$ cat src/rtl/hazard_pkg.sv
// ---------------------------------------------------------------------------
// hazard_pkg
// Shared types for the pipeline hazard controller.
//   fwdSel_t   : E-stage operand source select (register file, W result,
//                M result). The encodings are visible on forwardAE/forwardBE.
//   memState_t : state of the data-memory wait sequencer.
//   MEM_CNT_W  : width of the memory wait down-counter.
// ---------------------------------------------------------------------------
package hazard_pkg;

  typedef enum logic [1:0] {
    FWD_RF = 2'b00,
    FWD_W  = 2'b01,
    FWD_M  = 2'b10
  } fwdSel_t;

  typedef enum logic {
    IDLE = 1'b0,
    WAIT = 1'b1
  } memState_t;

  localparam int MEM_CNT_W = 3;

endpackage

$ cat src/rtl/hazard_ctrl_if.sv
// ---------------------------------------------------------------------------
// hazard_ctrl_if
// Pipeline-side signal bundle of the hazard controller.
//   master : the pipeline. Drives stage register addresses and control bits,
//            receives stall, flush and forward controls.
//   slave  : the hazard controller.
// Parameter REG_AW : register address width.
// ---------------------------------------------------------------------------
interface hazard_ctrl_if #(
  parameter int REG_AW = 5
);

  // Decode stage
  logic [REG_AW-1:0] rs1D;
  logic [REG_AW-1:0] rs2D;
  logic              useRs1D;
  logic              useRs2D;
  // Execute stage
  logic [REG_AW-1:0] rs1E;
  logic [REG_AW-1:0] rs2E;
  logic [REG_AW-1:0] rdE;
  logic              regWriteE;
  logic              isLoadE;
  logic              PCSrcE;
  // Memory stage
  logic [REG_AW-1:0] rdM;
  logic              regWriteM;
  logic              memReqM;
  // Writeback stage
  logic [REG_AW-1:0] rdW;
  logic              regWriteW;
  // Controls back to the pipeline
  logic              stallF;
  logic              stallD;
  logic              stallE;
  logic              stallM;
  logic              flushD;
  logic              flushE;
  logic              flushW;
  logic [1:0]        forwardAE;
  logic [1:0]        forwardBE;

  modport master (
    output rs1D, rs2D, useRs1D, useRs2D,
    output rs1E, rs2E, rdE, regWriteE, isLoadE, PCSrcE,
    output rdM, regWriteM, memReqM,
    output rdW, regWriteW,
    input  stallF, stallD, stallE, stallM,
    input  flushD, flushE, flushW,
    input  forwardAE, forwardBE
  );

  modport slave (
    input  rs1D, rs2D, useRs1D, useRs2D,
    input  rs1E, rs2E, rdE, regWriteE, isLoadE, PCSrcE,
    input  rdM, regWriteM, memReqM,
    input  rdW, regWriteW,
    output stallF, stallD, stallE, stallM,
    output flushD, flushE, flushW,
    output forwardAE, forwardBE
  );

endinterface

$ cat src/rtl/sat_counter.sv
// ---------------------------------------------------------------------------
// sat_counter
// Saturating event counter with synchronous clear.
//   clk   : clock, rising edge
//   rst   : asynchronous reset, active low, clears the count
//   inc   : count one event this cycle
//   clr   : zero the count at the next edge; takes priority over inc
//   count : current value, sticks at all-ones
// ---------------------------------------------------------------------------
module sat_counter #(
  parameter int CNT_W = 32
) (
  input  logic             clk,
  input  logic             rst,
  input  logic             inc,
  input  logic             clr,
  output logic [CNT_W-1:0] count
);

  always_ff @(posedge clk or negedge rst) begin
    if (!rst) begin
      count <= '0;
    end else if (clr) begin
      count <= '0;
    end else if (inc && (count != '1)) begin
      count <= count + 1'b1;
    end
  end

endmodule

$ cat src/rtl/hazard_ctrl.sv
// ---------------------------------------------------------------------------
// hazard_ctrl
// Hazard unit for a five-stage pipeline: operand forwarding, load-use and
// RAW stalls, branch flushes, a data-memory wait sequencer and stall/flush
// statistics.
//   clk        : clock, rising edge
//   rst        : asynchronous reset, active low
//   hz         : pipeline bundle (hazard_ctrl_if.slave)
//   clrStats   : synchronous clear of both statistics counters
//   stallCount : cycles with stallF asserted (saturating)
//   flushCount : cycles with flushD asserted (saturating)
// Parameters: REG_AW register address width, MEM_LAT data-memory cycles per
// access (1..8), FWD_EN 1 = forwarding / 0 = stall on RAW, CNT_W counter width.
// ---------------------------------------------------------------------------
module hazard_ctrl
  import hazard_pkg::*;
#(
  parameter int REG_AW  = 5,
  parameter int MEM_LAT = 1,
  parameter int FWD_EN  = 1,
  parameter int CNT_W   = 32
) (
  input  logic             clk,
  input  logic             rst,
  hazard_ctrl_if.slave     hz,
  input  logic             clrStats,
  output logic [CNT_W-1:0] stallCount,
  output logic [CNT_W-1:0] flushCount
);

  // A producer matches a consumer only when it really writes, the source is
  // really read, and the register is not x0.
  function automatic logic regHit(
    input logic [REG_AW-1:0] rs,
    input logic              useRs,
    input logic [REG_AW-1:0] rd,
    input logic              writes
  );
    return useRs && writes && (rd != '0) && (rd == rs);
  endfunction

  // M result is the newer value, so it beats the W result.
  function automatic fwdSel_t fwdSel(input logic [REG_AW-1:0] rs);
    if (regHit(rs, 1'b1, hz.rdM, hz.regWriteM)) begin
      return FWD_M;
    end else if (regHit(rs, 1'b1, hz.rdW, hz.regWriteW)) begin
      return FWD_W;
    end
    return FWD_RF;
  endfunction

  memState_t            state;
  logic [MEM_CNT_W-1:0] cnt;
  // Set after the single stall cycle of a two-cycle access: the M stage still
  // holds that same instruction for one more cycle and must not stall again.
  logic                 holdDone;
  logic                 memStall;
  logic                 loadUse;
  logic                 rawStall;

  // ---------------------------------------------------------------------
  // Memory wait sequencer
  // ---------------------------------------------------------------------
  always_comb begin
    memStall = 1'b0;
    if (MEM_LAT >= 2) begin
      case (state)
        IDLE:    memStall = hz.memReqM && !holdDone;
        WAIT:    memStall = (cnt != '0);
        default: memStall = 1'b0;
      endcase
    end
  end

  always_ff @(posedge clk or negedge rst) begin
    if (!rst) begin
      state    <= IDLE;
      cnt      <= '0;
      holdDone <= 1'b0;
    end else begin
      case (state)
        IDLE: begin
          holdDone <= 1'b0;
          if (memStall) begin
            if (MEM_LAT > 2) begin
              // First stall cycle is spent here; WAIT covers the rest.
              cnt   <= MEM_CNT_W'(MEM_LAT - 2);
              state <= WAIT;
            end else begin
              holdDone <= 1'b1;
            end
          end
        end
        WAIT: begin
          if (cnt != '0) begin
            cnt <= cnt - 1'b1;
          end else begin
            state <= IDLE;
          end
        end
        default: state <= IDLE;
      endcase
    end
  end

  // ---------------------------------------------------------------------
  // Data hazards
  // ---------------------------------------------------------------------
  assign loadUse = regHit(hz.rs1D, hz.useRs1D, hz.rdE, hz.isLoadE)
                || regHit(hz.rs2D, hz.useRs2D, hz.rdE, hz.isLoadE);

  // Without forwarding any in-flight writer of a used source holds decode.
  assign rawStall = (FWD_EN == 0) && (
                      regHit(hz.rs1D, hz.useRs1D, hz.rdE, hz.regWriteE)
                   || regHit(hz.rs2D, hz.useRs2D, hz.rdE, hz.regWriteE)
                   || regHit(hz.rs1D, hz.useRs1D, hz.rdM, hz.regWriteM)
                   || regHit(hz.rs2D, hz.useRs2D, hz.rdM, hz.regWriteM)
                   || regHit(hz.rs1D, hz.useRs1D, hz.rdW, hz.regWriteW)
                   || regHit(hz.rs2D, hz.useRs2D, hz.rdW, hz.regWriteW));

  // ---------------------------------------------------------------------
  // Control outputs: memory wait > taken branch > load-use / RAW.
  // Everything reads 0 while reset is held.
  // ---------------------------------------------------------------------
  always_comb begin
    hz.stallF    = 1'b0;
    hz.stallD    = 1'b0;
    hz.stallE    = 1'b0;
    hz.stallM    = 1'b0;
    hz.flushD    = 1'b0;
    hz.flushE    = 1'b0;
    hz.flushW    = 1'b0;
    hz.forwardAE = FWD_RF;
    hz.forwardBE = FWD_RF;
    if (rst) begin
      if (FWD_EN != 0) begin
        hz.forwardAE = fwdSel(hz.rs1E);
        hz.forwardBE = fwdSel(hz.rs2E);
      end
      if (memStall) begin
        // Whole pipe freezes; W gets a bubble since M produces nothing yet.
        hz.stallF = 1'b1;
        hz.stallD = 1'b1;
        hz.stallE = 1'b1;
        hz.stallM = 1'b1;
        hz.flushW = 1'b1;
      end else if (hz.PCSrcE) begin
        // The wrong-path instruction in D is discarded, so any hazard it
        // raised is moot.
        hz.flushD = 1'b1;
        hz.flushE = 1'b1;
      end else if (loadUse || rawStall) begin
        hz.stallF = 1'b1;
        hz.stallD = 1'b1;
        hz.flushE = 1'b1;
      end
    end
  end

  // ---------------------------------------------------------------------
  // Statistics
  // ---------------------------------------------------------------------
  sat_counter #(.CNT_W(CNT_W)) stallCnt (
    .clk   (clk),
    .rst   (rst),
    .inc   (hz.stallF),
    .clr   (clrStats),
    .count (stallCount)
  );

  sat_counter #(.CNT_W(CNT_W)) flushCnt (
    .clk   (clk),
    .rst   (rst),
    .inc   (hz.flushD),
    .clr   (clrStats),
    .count (flushCount)
  );

endmodule

$ cat src/flat_wrapper.sv
// flat-port wrapper written by rule: the top's interface ports become plain ports
module hazard_ctrl_flat import hazard_pkg::*;
#(
  parameter int REG_AW  = 5,
  parameter int MEM_LAT = 1,
  parameter int FWD_EN  = 1,
  parameter int CNT_W   = 32
)
  (clk, rst, clrStats, stallCount, flushCount, hz_rs1D, hz_rs2D, hz_useRs1D, hz_useRs2D, hz_rs1E, hz_rs2E, hz_rdE, hz_regWriteE, hz_isLoadE, hz_PCSrcE, hz_rdM, hz_regWriteM, hz_memReqM, hz_rdW, hz_regWriteW, hz_stallF, hz_stallD, hz_stallE, hz_stallM, hz_flushD, hz_flushE, hz_flushW, hz_forwardAE, hz_forwardBE);
  hazard_ctrl_if #(.REG_AW(REG_AW)) hz_i ();
  input  logic clk;
  input  logic rst;
  input  logic clrStats;
  output logic [CNT_W-1:0] stallCount;
  output logic [CNT_W-1:0] flushCount;
  input wire logic [$bits(hz_i.rs1D)-1:0] hz_rs1D;
  input wire logic [$bits(hz_i.rs2D)-1:0] hz_rs2D;
  input wire logic [$bits(hz_i.useRs1D)-1:0] hz_useRs1D;
  input wire logic [$bits(hz_i.useRs2D)-1:0] hz_useRs2D;
  input wire logic [$bits(hz_i.rs1E)-1:0] hz_rs1E;
  input wire logic [$bits(hz_i.rs2E)-1:0] hz_rs2E;
  input wire logic [$bits(hz_i.rdE)-1:0] hz_rdE;
  input wire logic [$bits(hz_i.regWriteE)-1:0] hz_regWriteE;
  input wire logic [$bits(hz_i.isLoadE)-1:0] hz_isLoadE;
  input wire logic [$bits(hz_i.PCSrcE)-1:0] hz_PCSrcE;
  input wire logic [$bits(hz_i.rdM)-1:0] hz_rdM;
  input wire logic [$bits(hz_i.regWriteM)-1:0] hz_regWriteM;
  input wire logic [$bits(hz_i.memReqM)-1:0] hz_memReqM;
  input wire logic [$bits(hz_i.rdW)-1:0] hz_rdW;
  input wire logic [$bits(hz_i.regWriteW)-1:0] hz_regWriteW;
  output wire logic [$bits(hz_i.stallF)-1:0] hz_stallF;
  output wire logic [$bits(hz_i.stallD)-1:0] hz_stallD;
  output wire logic [$bits(hz_i.stallE)-1:0] hz_stallE;
  output wire logic [$bits(hz_i.stallM)-1:0] hz_stallM;
  output wire logic [$bits(hz_i.flushD)-1:0] hz_flushD;
  output wire logic [$bits(hz_i.flushE)-1:0] hz_flushE;
  output wire logic [$bits(hz_i.flushW)-1:0] hz_flushW;
  output wire logic [$bits(hz_i.forwardAE)-1:0] hz_forwardAE;
  output wire logic [$bits(hz_i.forwardBE)-1:0] hz_forwardBE;
  assign hz_i.rs1D = hz_rs1D;
  assign hz_i.rs2D = hz_rs2D;
  assign hz_i.useRs1D = hz_useRs1D;
  assign hz_i.useRs2D = hz_useRs2D;
  assign hz_i.rs1E = hz_rs1E;
  assign hz_i.rs2E = hz_rs2E;
  assign hz_i.rdE = hz_rdE;
  assign hz_i.regWriteE = hz_regWriteE;
  assign hz_i.isLoadE = hz_isLoadE;
  assign hz_i.PCSrcE = hz_PCSrcE;
  assign hz_i.rdM = hz_rdM;
  assign hz_i.regWriteM = hz_regWriteM;
  assign hz_i.memReqM = hz_memReqM;
  assign hz_i.rdW = hz_rdW;
  assign hz_i.regWriteW = hz_regWriteW;
  assign hz_stallF = hz_i.stallF;
  assign hz_stallD = hz_i.stallD;
  assign hz_stallE = hz_i.stallE;
  assign hz_stallM = hz_i.stallM;
  assign hz_flushD = hz_i.flushD;
  assign hz_flushE = hz_i.flushE;
  assign hz_flushW = hz_i.flushW;
  assign hz_forwardAE = hz_i.forwardAE;
  assign hz_forwardBE = hz_i.forwardBE;
  hazard_ctrl #(.REG_AW(REG_AW), .MEM_LAT(MEM_LAT), .FWD_EN(FWD_EN), .CNT_W(CNT_W)) u_core (.clk(clk), .rst(rst), .hz(hz_i), .clrStats(clrStats), .stallCount(stallCount), .flushCount(flushCount));
endmodule
$ cat config.mk
export PLATFORM = sky130hd
export DESIGN_NAME = hazard_ctrl_flat
export DESIGN_NICKNAME = d
export VERILOG_FILES = /design/src/rtl/hazard_pkg.sv /design/src/rtl/hazard_ctrl_if.sv /design/src/rtl/sat_counter.sv /design/src/rtl/hazard_ctrl.sv /design/src/flat_wrapper.sv
export SDC_FILE = /design/constraint.sdc
export NUM_CORES = 1
export LEC_CHECK = 0
export CAP_MARGIN = 25
export CELL_PAD_IN_SITES_DETAIL_PLACEMENT = 2
export CELL_PAD_IN_SITES_GLOBAL_PLACEMENT = 2
export CORE_ASPECT_RATIO = 1.75
export CORE_MARGIN = 1
export CORE_UTILIZATION = 35
export CTS_BUF_LIST = sky130_fd_sc_hd__clkbuf_8
export CTS_CLUSTER_DIAMETER = 200
export DETAILED_ROUTE_END_ITERATION = 7
export DONT_BUFFER_PORTS = 1
export PLACE_DENSITY_LB_ADDON = 0.1
export SLEW_MARGIN = 20
export SYNTH_ARGS = -nofsm -noshare
export SYNTH_HDL_FRONTEND = slang
export SYNTH_HIERARCHICAL = 1
export SYNTH_SLANG_ARGS = --single-unit
$ cat constraint.sdc
create_clock -name clk -period 1.87 [get_ports clk]
set_input_delay 0.2805 -clock clk [delete_from_list [all_inputs] [get_ports clk]]
set_output_delay 0.2805 -clock clk [all_outputs]
set_load 0.05 [all_outputs]
==> summary.txt <==
Routing
  – DR WL/cell: 25.5 um
  – DRT iter0 DRCs: approximately 140
  – DRT Wirelength: 18.5 mm
  – DR pass1 iterations: 6
  – DR vias: 4219
  – Remaining DRCs: 12
  – Routed Antenna Nets: 0
  – Via density: 5.80

Cells and area
  – Filler cells: 1208
  – Area growth, synth to finish: 49.3%
  – Layout cell share with drive strength beyond 1: 49.2%
  – Finished Cell Area: roughly 6200 sq um
  – Nets: 636
  – # diodes: 0
  – Final Util: 53.7%

Critical path
  – Reg-to-reg endpoint: u_core/stallCnt/count[31]
  – CP max stage delay: ~0.44 ns
  – CP delay by family, top: simple AND/OR/NAND/NOR gates
  – Worst r2r src: u_core/stallCnt/count[1]
  – Critical Path Fanout Max: 10
  – CP max-delay cell: or4_1
  – Buf+Inv Stages, Crit Path: 1
  – WS Path Type: input port to flip-flop
  – Levels on crit path: 10
  – Critical-path cell list: xnor2_1 -> nand4_1 -> o22a_1 -> nor3_4 -> and3_4 -> nand4_1 -> a21o_1 -> buf_6 -> or4_1 -> a21oi_2
  – Startpoint types: input port
  – CP endpoint: u_core/stallCnt/count[21]
  – Worst Reg-to-Reg Cells: 7
  – Arrival @ worst endpoint: approximately 2.4 ns
  – Crit path top cell by count: nand4_1
  – CP startpoint: hz_rdE[0]
  – R2r setup slk: -0.22 ns
  – Crit. End Element: flip-flop
  – Worst EP required: 2.18 ns

Global route
  – Largest net degree at the start of global routing: 81
  – Antenna violations before repair: 0
  – First-pass GRT wire length: 25.5 mm
  – Global-route usage over all layers: a little over a quarter
  – Total grt overflow: 0
  – Vias in the first global route: around 4700

Floorplanning
  – Total core area: about 12000 sq um
  – Die area: around 12000 sq um
  – Starting Density: 36.0%
  – Die width: between 80 and 90 um
  – Row count: 52
  – Die H: roughly 150 um
  – Io pins: 121

Run status
  – Violated checks: design-rule violations, negative hold slack, negative setup slack
  – Status: finished with violations

STA
  – RSZ-0062 raised after global routing: true
  – Highest clock rate: 0.474 GHz
  – Clock Skews: 0.0162 ns
  – Slew Limit Fails: 0
  – Tmin final: 2.11 ns
  – Hold slack: -0.0236 ns
  – Period utilization: 113%
  – Final Hold Viols: 11
  – Final worst slack: -0.242 ns
  – Final Setup Violations: 46

Pwr
  – Pwr/cell area: roughly 470 nW/um^2
  – Internal power: roughly 2.1 mW
  – Net Sw Frac: 26.6%
  – Combinational share of power: a little over 8%
  – Psw: 773 uW
  – Clock share of power: around 44%
  – Sequential power share: 47.7%
  – Lkg Pwr: 2.69 nW
  – Peak VDD IR: 0.000347 V

Yosys
  – XOR/XNOR share of the synthesized area: 11.8%
  – Post-Synth Adder-Cell Area: 0.600%
  – Post-synthesis simple-gate area fraction: 30.2%
  – Synth warnings: 6
  – Post-Syn Area per Cell: 9.14 sq um
  – Async S/R FF share, synth: 100%
  – Cell count after synthesis: between 400 and 500
  – Seq/Total Area, Yosys: 38.4%
  – Number of register bits inferred by synthesis: 64
  – Cell area after synthesis: approximately 4200 sq um
  – Post-synthesis mux area share: 3.90%
  – Main combinational cell family by area after synthesis: simple AND/OR/NAND/NOR gates
  – Post-synth EDFFs: 0
  – Synth Flop Type: dfrtp_1
  – Synth Area in Compound Gates: 11.5%
  – Distinct cells, synth: 48

CTS
  – Clock Tree Buf Depth: 2
  – Hold-fix buffers, CTS: 2
  – Worst-skew pair later-pin latency: 0.37 ns
  – Worst-path clk slew: 0.08 ns
  – H-tree depth: 3
  – Root buffer cell: clkbuf_8
  – CTS Sinks: 64
  – CTS tree: done
  – Num CTS Buffers: 9

Placed design
  – Post-DP Area: 5440 sq um
  – Port Buffers: 0
  – Post-DP HPWL: 11.6 mm
  – Final RePlAce weighted congestion: 0.824

Run
  – Maxcap violations: 0

Worst hold path
  – Worst Hold Class: input port to flip-flop
  – Hold depth: 1
[layer usage]
layer / share of wire [%] / wire, um / global-route usage [%]
met1: 34 / 6220 / 24.7
met5: 0 / 0 / 0
met2: 59 / 11000 / 54.8
met4: 4.1 / 752 / 14.1
met3: 3.3 / 608 / 4.47
[sequential cells by signal, indices dropped and copies added, names as in the netlist]
register,flops
u_core/flushCnt/count,32
u_core/stallCnt/count,32
[worst min path at each step]
stage,startpoint,slack (ns),to
2_1_floorplan,rst,-0.02,u_core/flushCnt/count[0]
3_3_place_gp,rst,-0.01,u_core/stallCnt/count[31]
3_5_place_dp,rst,-0.01,u_core/stallCnt/count[25]
4_1_cts,clrStats,-0.04,u_core/flushCnt/count[15]
5_1_grt,clrStats,-0.04,u_core/stallCnt/count[25]
6_report,clrStats,-0.02,u_core/stallCnt/count[25]
[cells in the mapped netlist, types with 8 or more instances]
cell      number  area (sq um)
a211oi_1      10          75.1
a21oi_1       22           110
and2_1         9          56.3
and3_1        14          87.6
clkbuf_1       8          30.0
dfrtp_1       64          1600
inv_1         14          52.6
mux2_2        10           113
nand2_1       22          82.6
nand3_1       29           145
nand4_1       14          87.6
nor2_1        52           195
nor2b_1       12          75.1
nor3_1        11          55.1
nor4_1        10          62.6
o21ai_0        8          40.0
or3_1         10          62.6
or4_1         10          75.1
xnor2_1       38           333
xor2_1        18           158
[what timing repair did]
| action | CTS | global route |
|---|---|---|
| pin swaps | 11 | 32 |
| cloned | 0 | 1 |
| endpoints found under the setup margin | 28 | 42 |
| setup buffers | 4 | 9 |
| endpoints found under the hold margin | 112 | 47 |
| resized for setup | 23 | 63 |
[power groups by stage]
| stage | clock network, mW | registers, mW | logic, mW |
|---|---|---|---|
| floorplan | 0 | 1.43 | 0.149 |
| global placement | 0 | 1.42 | 0.170 |
| detailed placement | 0 | 1.42 | 0.180 |
| CTS | 1.29 | 1.39 | 0.229 |
| global route | 1.35 | 1.39 | 0.261 |
| finish | 1.28 | 1.39 | 0.242 |
[metrics by stage]
| stage | std cells | setup WS, ns | setup TNS, ns | total power [mW] | hold slack, ns |
|---|---|---|---|---|---|
| 2_1_floorplan | 458 | -0.718 | -16.25 | 1.58 | -0.0151 |
| 3_3_place_gp | 698 | -0.419 | -8.92 | 1.59 | -0.0115 |
| 3_5_place_dp | 698 | -0.546 | -11.85 | 1.60 | -0.0115 |
| 4_1_cts | 720 | -0.0505 | -0.603 | 2.91 | -0.0431 |
| 5_1_grt | 728 | -0.322 | -8.74 | 3.00 | -0.0424 |
| 6_report | 728 | -0.242 | -5.82 | 2.91 | -0.0236 |
[placed cells by master, fill, tap and decap left out, types with 10 or more instances in the layout]
master | synthesis | routed
buf_4 | 6 | 115
nor2_1 | 52 | 51
dfrtp_2 | 0 | 34
dfrtp_1 | 64 | 30
xnor2_1 | 38 | 26
nand3_1 | 29 | 24
nand2_1 | 22 | 22
xor2_1 | 18 | 18
inv_1 | 14 | 14
nand4_1 | 14 | 14
a21oi_2 | 0 | 14
nor4_4 | 2 | 13
and3_1 | 14 | 13
buf_6 | 0 | 13
nor2b_1 | 12 | 12
xnor2_2 | 0 | 11
clkbuf_8 | 0 | 10
[layout make-up]
type                       count  area [sq um]  area share [%]
clock inverter                 6          60.1           0.965
timing repair buffer         137          1190            19.2
inverter                      14          52.6           0.844
tap                          135           169            2.71
clock buffer                  10           138            2.21
multi-input combinational    362          2970            47.7
sequential                    64          1640            26.4
[logic make-up after synthesis]
family	Yosys count
AND/OR/NAND/NOR	218
XOR/XNOR	56
flip-flops	64
AO/OA/AOI/OAI	69
other	1
adder cells (fa/ha/maj)	2
buffers and inverters	32
multiplexers	14
(Power assumes the default switching activity.)
